--- src/rtl/pad_display_ctrl.sv ---
// Pad display controller: 16 pad brightness levels lit by two arbitrated
// requesters, decayed once every DECAY_FRAMES frames, read back by a
// two-stage pixel pipeline for the color mapper.
module pad_display_ctrl #(
  parameter int unsigned X0           = 128,
  parameter int unsigned Y0           = 48,
  parameter int unsigned PITCH        = 96,
  parameter int unsigned PAD          = 88,
  parameter int unsigned DECAY_FRAMES = 4
) (
  input  logic        Clk,
  input  logic        Reset_n,
  input  logic        frame_tick,
  input  logic        clear_all,
  input  logic        key_req,
  input  logic [3:0]  key_pad,
  input  logic        seq_req,
  input  logic [3:0]  seq_pad,
  output logic        key_ack,
  output logic        seq_ack,
  input  logic [9:0]  DrawX,
  input  logic [9:0]  DrawY,
  output logic        is_pad,
  output logic [3:0]  pad_level,
  output logic [3:0]  pad_idx,
  output logic [15:0] active_mask
);

  localparam int unsigned DCW = (DECAY_FRAMES > 1) ? $clog2(DECAY_FRAMES) : 1;
  localparam int unsigned CW  = 11;
  localparam logic [DCW-1:0] DC_LAST = DCW'(DECAY_FRAMES - 1);

  logic [3:0]     r_level [16];
  logic [3:0]     w_level_nxt [16];
  logic [15:0]    w_mask_nxt;
  logic [DCW-1:0] r_dcnt;
  logic [DCW-1:0] w_dcnt_nxt;
  logic           r_last_seq;
  logic           w_key_elig;
  logic           w_seq_elig;
  logic           w_grant_key;
  logic           w_grant_seq;
  logic           w_grant_any;
  logic [3:0]     w_grant_pad;
  logic           w_wrap;

  logic [CW-1:0]  w_rx;
  logic [CW-1:0]  w_ry;
  logic [2:0]     w_ax;
  logic [2:0]     w_ay;
  logic           r_s1_on;
  logic [3:0]     r_s1_idx;

  // Per-axis pad lookup: returns {on_pad_axis, cell}; negative offsets wrap
  // above 4*PITCH as unsigned and are rejected by the bit-10 sign test.
  function automatic logic [2:0] axis_hit(input logic [CW-1:0] r);
    logic [1:0]    c;
    logic [CW-1:0] base;
    logic          on;
    if (r < CW'(PITCH)) begin
      c = 2'd0; base = '0;
    end else if (r < CW'(2 * PITCH)) begin
      c = 2'd1; base = CW'(PITCH);
    end else if (r < CW'(3 * PITCH)) begin
      c = 2'd2; base = CW'(2 * PITCH);
    end else begin
      c = 2'd3; base = CW'(3 * PITCH);
    end
    on = !r[CW-1] && (r < CW'(4 * PITCH)) && ((r - base) < CW'(PAD));
    return {on, c};
  endfunction

  // Arbitration, decay and next-level computation; clear_all overrides all.
  always_comb begin
    w_key_elig  = key_req & ~key_ack;
    w_seq_elig  = seq_req & ~seq_ack;
    w_grant_key = 1'b0;
    w_grant_seq = 1'b0;
    if (!clear_all) begin
      if (w_key_elig && w_seq_elig) begin
        w_grant_key = r_last_seq;
        w_grant_seq = ~r_last_seq;
      end else begin
        w_grant_key = w_key_elig;
        w_grant_seq = w_seq_elig;
      end
    end
    w_grant_any = w_grant_key | w_grant_seq;
    w_grant_pad = w_grant_key ? key_pad : seq_pad;
    w_wrap      = frame_tick && (r_dcnt == DC_LAST);

    w_dcnt_nxt = r_dcnt;
    if (clear_all) begin
      w_dcnt_nxt = '0;
    end else if (frame_tick) begin
      w_dcnt_nxt = w_wrap ? '0 : r_dcnt + DCW'(1);
    end

    w_mask_nxt = '0;
    for (int i = 0; i < 16; i++) begin
      w_level_nxt[i] = r_level[i];
      if (w_wrap && (r_level[i] != 4'd0)) w_level_nxt[i] = r_level[i] - 4'd1;
      if (w_grant_any && (w_grant_pad == 4'(i))) w_level_nxt[i] = 4'hF;
      if (clear_all) w_level_nxt[i] = 4'd0;
      w_mask_nxt[i] = (w_level_nxt[i] != 4'd0);
    end
  end

  // Pixel offsets relative to the grid origin (11-bit two's complement).
  always_comb begin
    w_rx = {1'b0, DrawX} - CW'(X0);
    w_ry = {1'b0, DrawY} - CW'(Y0);
    w_ax = axis_hit(w_rx);
    w_ay = axis_hit(w_ry);
  end

  // Level storage, decay counter, round-robin pointer and acknowledges.
  always_ff @(posedge Clk or negedge Reset_n) begin
    if (!Reset_n) begin
      for (int i = 0; i < 16; i++) r_level[i] <= 4'd0;
      r_dcnt      <= '0;
      r_last_seq  <= 1'b1;
      key_ack     <= 1'b0;
      seq_ack     <= 1'b0;
      active_mask <= '0;
    end else begin
      for (int i = 0; i < 16; i++) r_level[i] <= w_level_nxt[i];
      r_dcnt      <= w_dcnt_nxt;
      key_ack     <= w_grant_key;
      seq_ack     <= w_grant_seq;
      active_mask <= w_mask_nxt;
      if (w_grant_key) r_last_seq <= 1'b0;
      else if (w_grant_seq) r_last_seq <= 1'b1;
    end
  end

  // Two-stage pixel pipeline: geometry, then level lookup.
  always_ff @(posedge Clk or negedge Reset_n) begin
    if (!Reset_n) begin
      r_s1_on   <= 1'b0;
      r_s1_idx  <= 4'd0;
      is_pad    <= 1'b0;
      pad_level <= 4'd0;
      pad_idx   <= 4'd0;
    end else begin
      r_s1_on   <= w_ax[2] & w_ay[2];
      r_s1_idx  <= {w_ay[1:0], w_ax[1:0]};
      is_pad    <= r_s1_on && (r_level[r_s1_idx] != 4'd0);
      pad_level <= r_s1_on ? r_level[r_s1_idx] : 4'd0;
      pad_idx   <= r_s1_on ? r_s1_idx : 4'd0;
    end
  end

endmodule

--- config.mk ---
export PLATFORM = sky130hd
export DESIGN_NAME = pad_display_ctrl
export DESIGN_NICKNAME = d
export VERILOG_FILES = /design/src/rtl/pad_display_ctrl.sv
export SDC_FILE = /design/constraint.sdc
export NUM_CORES = 1
export LEC_CHECK = 0
export CELL_PAD_IN_SITES_DETAIL_PLACEMENT = 2
export CELL_PAD_IN_SITES_GLOBAL_PLACEMENT = 2
export CORE_MARGIN = 1.5
export CORE_UTILIZATION = 36
export DETAILED_ROUTE_END_ITERATION = 8
export GPL_TIMING_DRIVEN = 1
export HOLD_SLACK_MARGIN = 0.06
export PLACE_DENSITY = 0.8
export SETUP_SLACK_MARGIN = 0.3
export SLEW_MARGIN = 20
export SYNTH_ARGS = -nofsm -noshare
export SYNTH_HDL_FRONTEND = slang
export SYNTH_SLANG_ARGS = --single-unit
--- constraint.sdc ---
create_clock -name Clk -period 2.6 [get_ports Clk]
set_input_delay 0.26 -clock Clk [delete_from_list [all_inputs] [get_ports Clk]]
set_output_delay 0.26 -clock Clk [all_outputs]
set_load 0.05 [all_outputs]
-- Word-level counts from Yosys, hierarchy flattened
Index checks and enable logic that the tools add are counted.
Widths: inputs -> output; s select.
- word-level logic and storage cells: 234
- output and inout port bits: 27
- bits in registers: 99
- input bits: 34
- muxes and demuxes: 75
- equality and inequality tests: 16
- reductions and logical operators: 77
- $add $sub $neg: 21
- bitwise gates (word level): 8
- magnitude comparators: 11
- operator list (operator ; number):
    $mux 4 ; 53
    $reduce_bool 4->1 ; 33
    $sub 4x1->4 const B ; 16
    $mux 9 ; 6
    $lt 11x7->1 const B ; 4
    $lt 11x9->1 const B ; 4
    $logic_and 1x1->1 ; 39
    $eq 4x4->1 const B ; 8
    $lt 11x8->1 const B ; 2
    $sub 11x11->11 ; 2
    $bmux 4 s4 ; 1
    $eq 4x3->1 const B ; 4
    $mux 2 ; 7
    $sub 10x6->11 const B ; 1
    $sub 10x8->11 const B ; 1
    $eq 4x2->1 const B ; 2
    $mux 1 ; 8
    $ge 5x5->1 const B ; 1
    $not 4->5 ; 1
    $eq 4x1->1 const B ; 1
    $logic_not 4->1 ; 1
    $reduce_bool 2->1 ; 2
    $and 1x1->1 ; 3
    $not 1->1 ; 3
    4 further kinds ; 5

-- Logic depth before layout (Yosys ltp)
Gate-level depths: netlist of the first run.
- word-level depth: 11
- depth in mapped cells: 13
- mapped depth without buffers: 13

-- Worst setup path before layout of the first run
Ideal clock, no wire load.
- path kind: input -> register
- start point: input DrawY[6]
- end point: register r_s1_on
- library setup time: 0.125 ns
- data arrival time: 2.723 ns
- setup slack: -0.248 ns
- buffers on the path: 1
- cell stages on the path: 12
- cell sequence: clkbuf_1 a211o_1 mux2i_1 a21oi_1 o22ai_1 a21bo_1 ha_1 fa_1 a21oi_1 a221oi_1 nand3_1 a2111oi_0
- word-level cells in the longest chain between the ends: 9
- ends and longest elaborated chain (element ; line ; RTL):
    start: declaration ; 22 ; input logic [9:0] DrawY,
    $sub 10x6->11 (*) ; 112 ; w_ry = {1'b0, DrawY} - CW'(Y0);
    $lt 11x9->1 ; 64 ; end else if (r < CW'(3 * PITCH)) begin
    $mux 9 ; 64 ;
    $mux 9 ; 62 ; end else if (r < CW'(2 * PITCH)) begin
    $mux 9 ; 60 ; if (r < CW'(PITCH)) begin
    $sub 11x11->11 ; 69 ; on = !r[CW-1] && (r < CW'(4 * PITCH)) && ((r - base) < CW'(PAD));
    $lt 11x7->1 ; 69 ;
    $logic_and 1x1->1 (*) ; 69 ;
    $and 1x1->1 (*) ; 146 ; r_s1_on <= w_ax[2] & w_ay[2];
    end signal: assignment ; 146 ;
    end: declaration ; 51 ; logic r_s1_on;
Every way passes the cells marked *; elsewhere a longest branch is shown, timed or not.
A chain may end at the register's enable or synchronous reset.

-- Worst setup path after layout of the first run
- start point: input DrawY[4]
- end point: register r_s1_on
Same word-level chain as after synthesis.

==> results, run 1 <==
- The first global-routing pass estimated 37.6 mm of wire.
- The largest total area in the synthesized netlist belongs to sky130_fd_sc_hd__dfrtp_1.
- The number of global-route vias before repair is around 7100.
- During I/O placement, the number of pins put on the boundary was between 60 and 70.
- The routed layout has 6232 vias.
- The Yosys step of the flow raised 0 warnings.
- The cell depth of the worst hold path is 3.
- For this run, the leading register cell type out of synthesis is sky130_fd_sc_hd__dfrtp_1.
- Setup repair after global routing could not meet its margin everywhere.
- After detailed routing, the average wire length per cell comes to between 20 and 25 um.
- The cell area that synthesis handed to floorplanning was 6550 um2.
- The sink count of the clock tree is approximately 100.
- The flow ran to the end, and the final reports show no timing, DRC or antenna violations.
- The signed area change from the synthesized netlist to the final layout is 24.5%.
- The number of instances in the synthesized netlist is around 730.
- The part of the total power dissipated in sequential elements is a little over two fifths.
- Along the worst path, the maximum fanout reaches 6.
- CTS placed an instance of sky130_fd_sc_hd__clkbuf_16 at the clock tree root.
- The worst setup path is of the in -> reg kind.
- The final net count is 899.
- The synthesized net count is approximately 800.
- The internal portion of the total power is roughly 0.0027 W.
- Of the total power, the share spent switching nets is 30.2%.
- After clock tree synthesis, the clock-pin slew on the worst setup and hold paths is about 70 ps.
- The reg-to-reg startpoint is r_s1_idx[1]$_DFF_PN0_.
- The clock network fraction of total power is 36.4%.
- The total track usage is 26.0%.
- The synthesized area divided by synthesized cell count is just under 9 um2.
- The count of flip-flops with a built-in enable after synthesis is 0.
- In this run the number of H-tree levels came out at 3.
- The initial antenna violation count is 0.
- The estimated wirelength of the detail-placed design is between 15 and 20 mm.
- Ranked by total cell area, the synthesized netlist is headed by sky130_fd_sc_hd__dfrtp_1, sky130_fd_sc_hd__a21oi_1, sky130_fd_sc_hd__ha_1, sky130_fd_sc_hd__mux4_2, sky130_fd_sc_hd__nand2_1.
- The clock tree from TritonCTS is built.
- The count of port buffers added during placement is 54.
- The cell total after placement is around 1000.
- The floorplan step defined a die boundary enclosing between 15000 and 20000 um2.
- The beginning of the critical path is DrawY[4].
- After synthesis, the share of flip-flops with an asynchronous set or reset is 100%.
- After routing the design area is 8150 um2.
- The kind of start point of the critical path is an input port.
- The leakage power is between 3 and 4 nW.
- The clock reaches the later pin of the worst-skew pair after between 300 and 400 ps.
- The chip width is 138 um.
- The count of final setup violators is 0.
- The area of the core region is 17900 um2.
- The weighted congestion reported at the end of routability-driven placement is 0.864.
- VDD sags by at most between 300 and 400 uV.
- The number of antenna cells inserted is 0.
- Of the synthesized area, sequential elements account for 37.9%.
- The worst-case clock buffer depth is 2.
- The critical path data arrival time is about 2800 ps.
- The final cycle utilization of the critical path is 98.1%.
- The post-layout instance count excluding filler cells is 1066.
- Across the run, the number of max-cap violations was 0.
- The clock period minus final worst setup slack is between 2000 and 3000 ps.
- Global routing finished with a remaining overflow of 0.
- The number of max-slew violations in the final report was 0.
- The floorplan has a little under 50 rows.
- Once the floorplan was initialized, standard cells occupied between 30% and 40% of the core.
- The destination of the worst hold path is key_ack$_DFF_PN0_.
- The path category of the worst min-delay check is in -> reg.
- After detailed placement, the total cell area comes to 7720 um2.
- The post-detailed-route count of antenna-violating nets is 0.
- The standard cell with the maximum stage delay on the critical path is sky130_fd_sc_hd__fa_1.
- The total net switching power is approximately 0.0012 W.
- Buffers inserted during clock tree synthesis total 9.
- For this run, design rule violations remaining after detail routing come to 0.
- The distinct cell type count after synthesis is ~60.
- The worst hold path begins at clear_all.
- Combinational cells account for about 21% of the total power.
- The detailed-routing iteration count for the pre-antenna-repair pass is 4.
- Entering global routing, the biggest net connects 43 pins.
- The post-route netlist has 15.4% of its cells at a drive strength greater than 1.
- The die is around 140 um tall.
- The worst pin sits at a relative slew slack of 59.9%.
- The final hold violation count is 0.
- For the pin with the worst max-slew slack, the measured transition is around 600 ps.
- On the worst path, the slowest cell contributes a delay of about 510 ps.
- In the routed layout, each cell is associated on average with a via count of just under 6.
- STA classifies the critical path endpoint as a register.
- The worst clock skew on the final layout is just over 8 ps.
- The flop and latch count out of synthesis is between 90 and 100.
- The final wirelength is around 24 mm.
- The critical path data required time is 2850 ps.
- The area share of the largest cell type after synthesis is a little under two fifths.
- The power per unit of standard cell area is about 470 nW/um2.
- The iteration-0 DRC count of the detailed router is 221.
- The reg-to-reg endpoint is is_pad$_DFF_PN0_.
- Counting cells, the worst reg-to-reg path comes to 4.
- The achievable clock frequency is 392 MHz.
- Setup slack on the worst reg-to-reg path comes out at 450 ps.
- Walking the worst path, the cells encountered are buf_2 > ha_4 > buf_4 > a21oi_2 > a31oi_1 > o32a_1 > o22ai_2 > a21bo_4 > ha_4 > fa_1 > a21oi_2 > a221oi_2 > nand3_1 > a2111oi_2.
cells in the mapped netlist (3+ instances only):
cell type and n:
sky130_fd_sc_hd__nor4_1 17, sky130_fd_sc_hd__mux2i_1 4, sky130_fd_sc_hd__a21boi_1 11, sky130_fd_sc_hd__or3_1 11, sky130_fd_sc_hd__inv_1 46, sky130_fd_sc_hd__nand4b_1 10, sky130_fd_sc_hd__a21oi_1 116, sky130_fd_sc_hd__nand2_1 59
sky130_fd_sc_hd__o41ai_1 3, sky130_fd_sc_hd__dfrtp_1 98, sky130_fd_sc_hd__and3_1 4, sky130_fd_sc_hd__a211oi_1 9, sky130_fd_sc_hd__clkbuf_1 25, sky130_fd_sc_hd__and2_1 10, sky130_fd_sc_hd__nor2b_1 9, sky130_fd_sc_hd__nor3_1 18
sky130_fd_sc_hd__o211ai_1 7, sky130_fd_sc_hd__nand2b_1 20, sky130_fd_sc_hd__xor2_1 10, sky130_fd_sc_hd__o21ai_1 17, sky130_fd_sc_hd__a31oi_1 6, sky130_fd_sc_hd__xnor2_1 17, sky130_fd_sc_hd__nand4_1 5, sky130_fd_sc_hd__or4_1 5
sky130_fd_sc_hd__nor2_1 37, sky130_fd_sc_hd__o31ai_1 4, sky130_fd_sc_hd__buf_2 6, sky130_fd_sc_hd__mux4_2 16, sky130_fd_sc_hd__o21ai_0 24, sky130_fd_sc_hd__a2111oi_0 5, sky130_fd_sc_hd__nand3_1 26, sky130_fd_sc_hd__ha_1 31
sky130_fd_sc_hd__a22oi_1 4, sky130_fd_sc_hd__nand3b_1 5, sky130_fd_sc_hd__nor3b_1 4
through the flow:
step | hold slack, ps | utilization, % | total power [W] | worst slack, ps | TNS (ps)
after global placement | 263 | 43.1 | 0.00235 | -637 | -637
after detailed placement | 272 | 43.1 | 0.00240 | -913 | -965
final | 391 | 45.5 | 0.00382 | 49.6 | 0
after global routing | 438 | 45.5 | 0.00397 | -44.0 | -44.0
after floorplan | -35.6 | - | 0.00207 | -8.15 | -8.15
after CTS | 419 | 45.3 | 0.00382 | -15.9 | -15.9
how the worst max path moves through the flow:
stage / end / depth (start not counted)
final: r_s1_on$_DFF_PN0_ / 14
after global routing: r_s1_on$_DFF_PN0_ / 13
after CTS: r_s1_on$_DFF_PN0_ / 13
after detailed placement: r_s1_on$_DFF_PN0_ / 13
after global placement: r_s1_on$_DFF_PN0_ / 14
after floorplan: r_s1_on$_DFF_PN0_ / 12
power groups by stage:
stage / sequential (W) / combinational [W] / clock [W]
floorplan: 0.00170 / 0.000365 / 0
finish: 0.00165 / 0.000787 / 0.00139
global route: 0.00165 / 0.000855 / 0.00146
detailed placement: 0.00167 / 0.000729 / 0
CTS: 0.00164 / 0.000761 / 0.00142
global placement: 0.00167 / 0.000684 / 0
worst max-delay path: cells and delay by family:
| kind | cells | cell delay (ps) |
|---|---|---|
| AOI/OAI and AO/OA | 8 | 1230 |
| and+or+nand+nor | 1 | 120 |
| adders and majority gates | 3 | 870 |
| buffers and inverters | 2 | 290 |
flip-flops by register name, indices dropped and copies added, names as in the netlist:
| register | cells |
|---|---|
| pad_idx | 4 |
| r_level | 64 |
| r_s1_idx | 4 |
| seq_ack | 1 |
| r_dcnt | 2 |
| key_ack | 1 |
| r_last_seq | 1 |
| pad_level | 4 |
| active_mask | 16 |
| is_pad | 1 |
| r_s1_on | 1 |
routing by layer:
layer	wire [um]	GRT usage (%)	up-vias
li1	-	-	2868
met1	9740	29.9	3210
met2	12700	48.7	103
met3	645	4.17	51
met4	645	8.74	0
met5	0	0	-
cell usage in the layout, fill, tap and decap left out, types with 20 or more instances in the layout:
cell / instances
sky130_fd_sc_hd__o21ai_0: 20
sky130_fd_sc_hd__nand3_1: 26
sky130_fd_sc_hd__clkdlybuf4s50_1: 44
sky130_fd_sc_hd__nand2_1: 59
sky130_fd_sc_hd__a21oi_1: 111
sky130_fd_sc_hd__ha_1: 29
sky130_fd_sc_hd__buf_4: 61
sky130_fd_sc_hd__inv_1: 46
sky130_fd_sc_hd__dfrtp_1: 98
sky130_fd_sc_hd__o21ai_1: 21
sky130_fd_sc_hd__nor2_1: 37
logic make-up after synthesis:
logic type | after synthesis | share of synthesized area [%]
and+or+nand+nor | 248 | 20.3
AOI/OAI and AO/OA | 225 | 20.3
DFF | 99 | 37.9
buffers and inverters | 80 | 4.99
adders and majority gates | 33 | 6.54
xor gates and xnor gates | 27 | 3.61
muxes | 22 | 6.46
layout make-up:
type                    count  area [um2]
clock buffers              10         229
clock inverters             6        65.1
fillers                  1969        9750
inverters                  46         173
multi-input cells         555        3840
flip-flops and latches     99        2480
well taps                 229         287
repair buffers            121        1080
repair_timing:
item | CTS | global route
endpoints found under the hold margin | 33 | 0
pin swaps | 12 | 7
hold buffers | 1 | 0
setup buffers | 5 | 1
endpoints found under the setup margin | 4 | 16
resized for setup | 35 | 14
(Power assumes the default switching activity.)
==> run 2: changes to the inputs <==
--- a/config.mk
+++ b/config.mk
@@ -7,11 +7,12 @@
 export LEC_CHECK = 0
 export CELL_PAD_IN_SITES_DETAIL_PLACEMENT = 2
 export CELL_PAD_IN_SITES_GLOBAL_PLACEMENT = 2
-export CORE_MARGIN = 1.5
+export CORE_MARGIN = 3
 export CORE_UTILIZATION = 36
 export DETAILED_ROUTE_END_ITERATION = 8
 export GPL_TIMING_DRIVEN = 1
 export HOLD_SLACK_MARGIN = 0.06
+export MAX_ROUTING_LAYER = met4
 export PLACE_DENSITY = 0.8
 export SETUP_SLACK_MARGIN = 0.3
 export SLEW_MARGIN = 20
==> run 2 against run 1 <==
Against the previous run:
- clock skew up 1.3 ps
- sequential cell count unchanged
- worst setup slack worse by 150 ps
- die area up 4.4%
- largest power group unchanged
- the run now ends with setup timing left
==> results, run 2 (same netlist as run 1, synthesis figures left out) <==
- The number of global-route vias before repair is 7059.
- The CTS H-tree depth is 3.
- The checks that failed: setup timing.
- Counting along the longest clock path gives a buffer depth of 2.
- In this run the tool buffered the top-level ports with 54 buffer cells.
- CTS placed an instance of sky130_fd_sc_hd__clkbuf_16 at the clock tree root.
- Counting the fill cells in the layout gives 1899.
- Data arrives at the worst endpoint at around 3000 ps.
- The wire length per cell is 21.7 um.
- The largest registers in the layout are r_level: 64 flops, active_mask: 16 flops.
- The cell total after placement is approximately 1000.
- IR analysis of the VDD net gives a maximum drop of between 300 and 400 uV.
- The library cell used most frequently in the layout, excluding fill and tap cells, is sky130_fd_sc_hd__a21oi_1.
- The iteration-0 DRC count of the detailed router is roughly 200.
- The critical path goes through buf_4 > ha_4 > buf_6 > a21oi_2 > a31oi_1 > o32a_1 > o22ai_2 > a21bo_4 > ha_4 > fa_1 > a21oi_2 > a221oi_2 > nand3_1 > a2111oi_2.
- The worst clock skew on the final layout is 9.51 ps.
- Wires add up to roughly 23 mm.
- The cell depth of the worst hold path is 3.
- The reported max-cap violation count is 0.
- The flow ran to the end, but the final reports show violations.
- The die covers between 15000 and 20000 um2.
- Summing all multi-input logic gate instances after layout gives 3860 um2.
- Clock latency on the worst-skew pair, taken at its later pin, is between 300 and 400 ps.
- Summing all placed instances gives a cell area of a little under 8000 um2.
- The standard cell with the maximum stage delay on the critical path is sky130_fd_sc_hd__fa_1.
- The actual transition at the worst max-transition pin is roughly 750 ps.
- Measured along the y axis, the die boundary spans between 100 and 150 um.
- The via density per instance is between 5 and 6.
- The area of the core region is approximately 18000 um2.
- In this run the core area contains 48 standard-cell rows.
- The final hold violation count is 0.
- The post-route netlist has between 10% and 20% of its cells at a drive strength greater than 1.
- The count of final setup violators is 1.
- In this run, the clock network consumes a little over a third of the power.
- Detailed routing inserted a total of a little over 6000 vias.
- Headroom to the max-slew limit came out at 50.3%.
- The final net count is 908.
- The estimated wirelength of the detail-placed design is roughly 17 mm.
- The largest register by flop count is r_level.
- The final cycle utilization of the critical path is 104%.
- For this design, the sink count on the clock tree is 99.
- The clock slew seen by the registers of the worst setup and hold paths is approximately 70 ps.
- TritonCTS created 9 clock buffers.
- The number of flip-flops under the largest register name is between 60 and 70.
- The critical path crosses 14 cells after its start point.
- The starting density of the core is ~37%.
- The signed area change from the synthesized netlist to the final layout is 25.5%.
- For this run the aggregate overflow at the end of global routing stands at 0.
- The switching power as a share of total power is between 30% and 40%.
- The critical path in this run is classified as in -> reg.
- The kind of start point of the critical path is an input port.
- The detail route stage leaves a number of antenna-violating nets equal to 0.
- The critical path data required time is between 2000 and 3000 ps.
- The combinational fraction of design power is a little over a fifth.
- The sequential cell area is between 2000 and 2500 um2.
- The power per unit of standard cell area is 460 nW/um2.
- Leaving out fill and tap cells, the most frequent cells in the layout are sky130_fd_sc_hd__a21oi_1, sky130_fd_sc_hd__dfrtp_1, sky130_fd_sc_hd__buf_4, sky130_fd_sc_hd__nand2_1, sky130_fd_sc_hd__clkdlybuf4s50_1.
- The path category of the worst min-delay check is in -> reg.
- Setup repair after global routing could not meet its margin everywhere.
- The wire length of the first global-routing pass is around 37 mm.
- The first detailed-routing pass took 4 iterations.
- In this run, flip-flops and latches consume 43.5% of the power.
- The final design area excluding fillers is approximately 8200 um2.
- The initial antenna violation count is 0.
- The largest net degree at the start of global routing is just under 70.
- Routability-driven placement finished with a final weighted congestion of 0.816.
- The clock period minus final worst setup slack is around 2700 ps.
- The internal portion of the total power is 0.00260 W.
- The total net switching power is about 0.0012 W.
- On the worst path, the slowest cell contributes a delay of ~550 ps.
- The critical path endpoint category is a register.
- The DRC violations left is 0.
- The clock tree from TritonCTS is built.
- Counting both buffers and inverters, the worst setup path holds a total of 2.
- Pin placement for this block handled 61 I/O pins.
- The number of antenna cells inserted is 0.
- The path depth of the worst reg2reg path is 5.
- The achievable clock frequency is around 370 MHz.
- The biggest fanout along the worst timing path is 6.
- After layout, the worst setup slack is -96.4 ps.
- The critical path's top delay family is compound AO/OA/AOI/OAI gates.
- The number of max-slew violations in the final report is 0.
- The chip width is 141 um.
- For this design the static power due to leakage is approximately 3.3 nW.
- The total track usage is 23.8%.
- Excluding fillers, the count of instances in the completed layout stands at 1071.
## run 2: worst paths after layout
| kind | startpoint | endpoint | slack, ps |
|---|---|---|---|
| setup reg to reg | seq_ack$_DFF_PN0_ | active_mask[8]$_DFF_PN0_ | 410 |
| hold / removal | clear_all | r_level[43]$_DFF_PN0_ | 370 |
| max in group asynchronous | Reset_n | is_pad$_DFF_PN0_ | 1300 |
| min in group asynchronous | Reset_n | active_mask[6]$_DFF_PN0_ | 500 |
| setup / recovery | DrawY[4] | r_s1_on$_DFF_PN0_ | -100 |
| hold reg to reg | r_last_seq$_DFFE_PN1N_ | r_last_seq$_DFFE_PN1N_ | 530 |
## run 2: through the flow
stage	hold WS (ps)	util [%]	setup WS [ps]	setup TNS (ps)	power [W]
after floorplan	-35.6	-	-8.15	-8.15	0.00207
final	372	46.9	-96.4	-96.4	0.00378
after detailed placement	371	44.1	-821	-821	0.00241
after global routing	398	46.9	-238	-238	0.00396
after global placement	359	44.1	-654	-654	0.00236
after CTS	376	46.2	78.9	0	0.00378
## run 2: routing by layer
metal	up-vias	part of all wire, %	GRT usage [%]
met1	3185	43	28.0
met3	42	2.2	2.65
met2	88	53	41.7
li1	2889	-	-
met4	0	2.3	9.18
met5	-	0	-
## run 2: layout make-up
type | instances | area share (%)
clock buffer | 9 | 2.74
clock inverter | 7 | 0.715
inverter | 46 | 2.10
multi-input combinational | 555 | 46.9
sequential | 99 | 30.2
tap | 225 | 3.42
timing repair buffer | 130 | 13.9
## run 2: worst min-delay path, delay by kind of cell
| kind | cells | cell delay (ps) |
|---|---|---|
| AO/OA/AOI/OAI | 1 | 60 |
| buffers and inverters | 2 | 370 |
## run 2: power by group through the flow
stage          registers (W)  clock network (W)  logic [W]
6_report             0.00164            0.00133   0.000802
2_1_floorplan        0.00170                  0   0.000365
5_1_grt              0.00165            0.00143   0.000878
4_1_cts              0.00164            0.00137   0.000763
3_5_place_dp         0.00167                  0   0.000735
3_3_place_gp         0.00167                  0   0.000688
## run 2: timing repair
item,in CTS,in global routing
pin swaps,7,16
buffers inserted,6,4
endpoints found under the setup margin,1,3
hold buffers,1,0
endpoints found under the hold margin,48,0
cloned,0,0
gates resized for setup,20,36
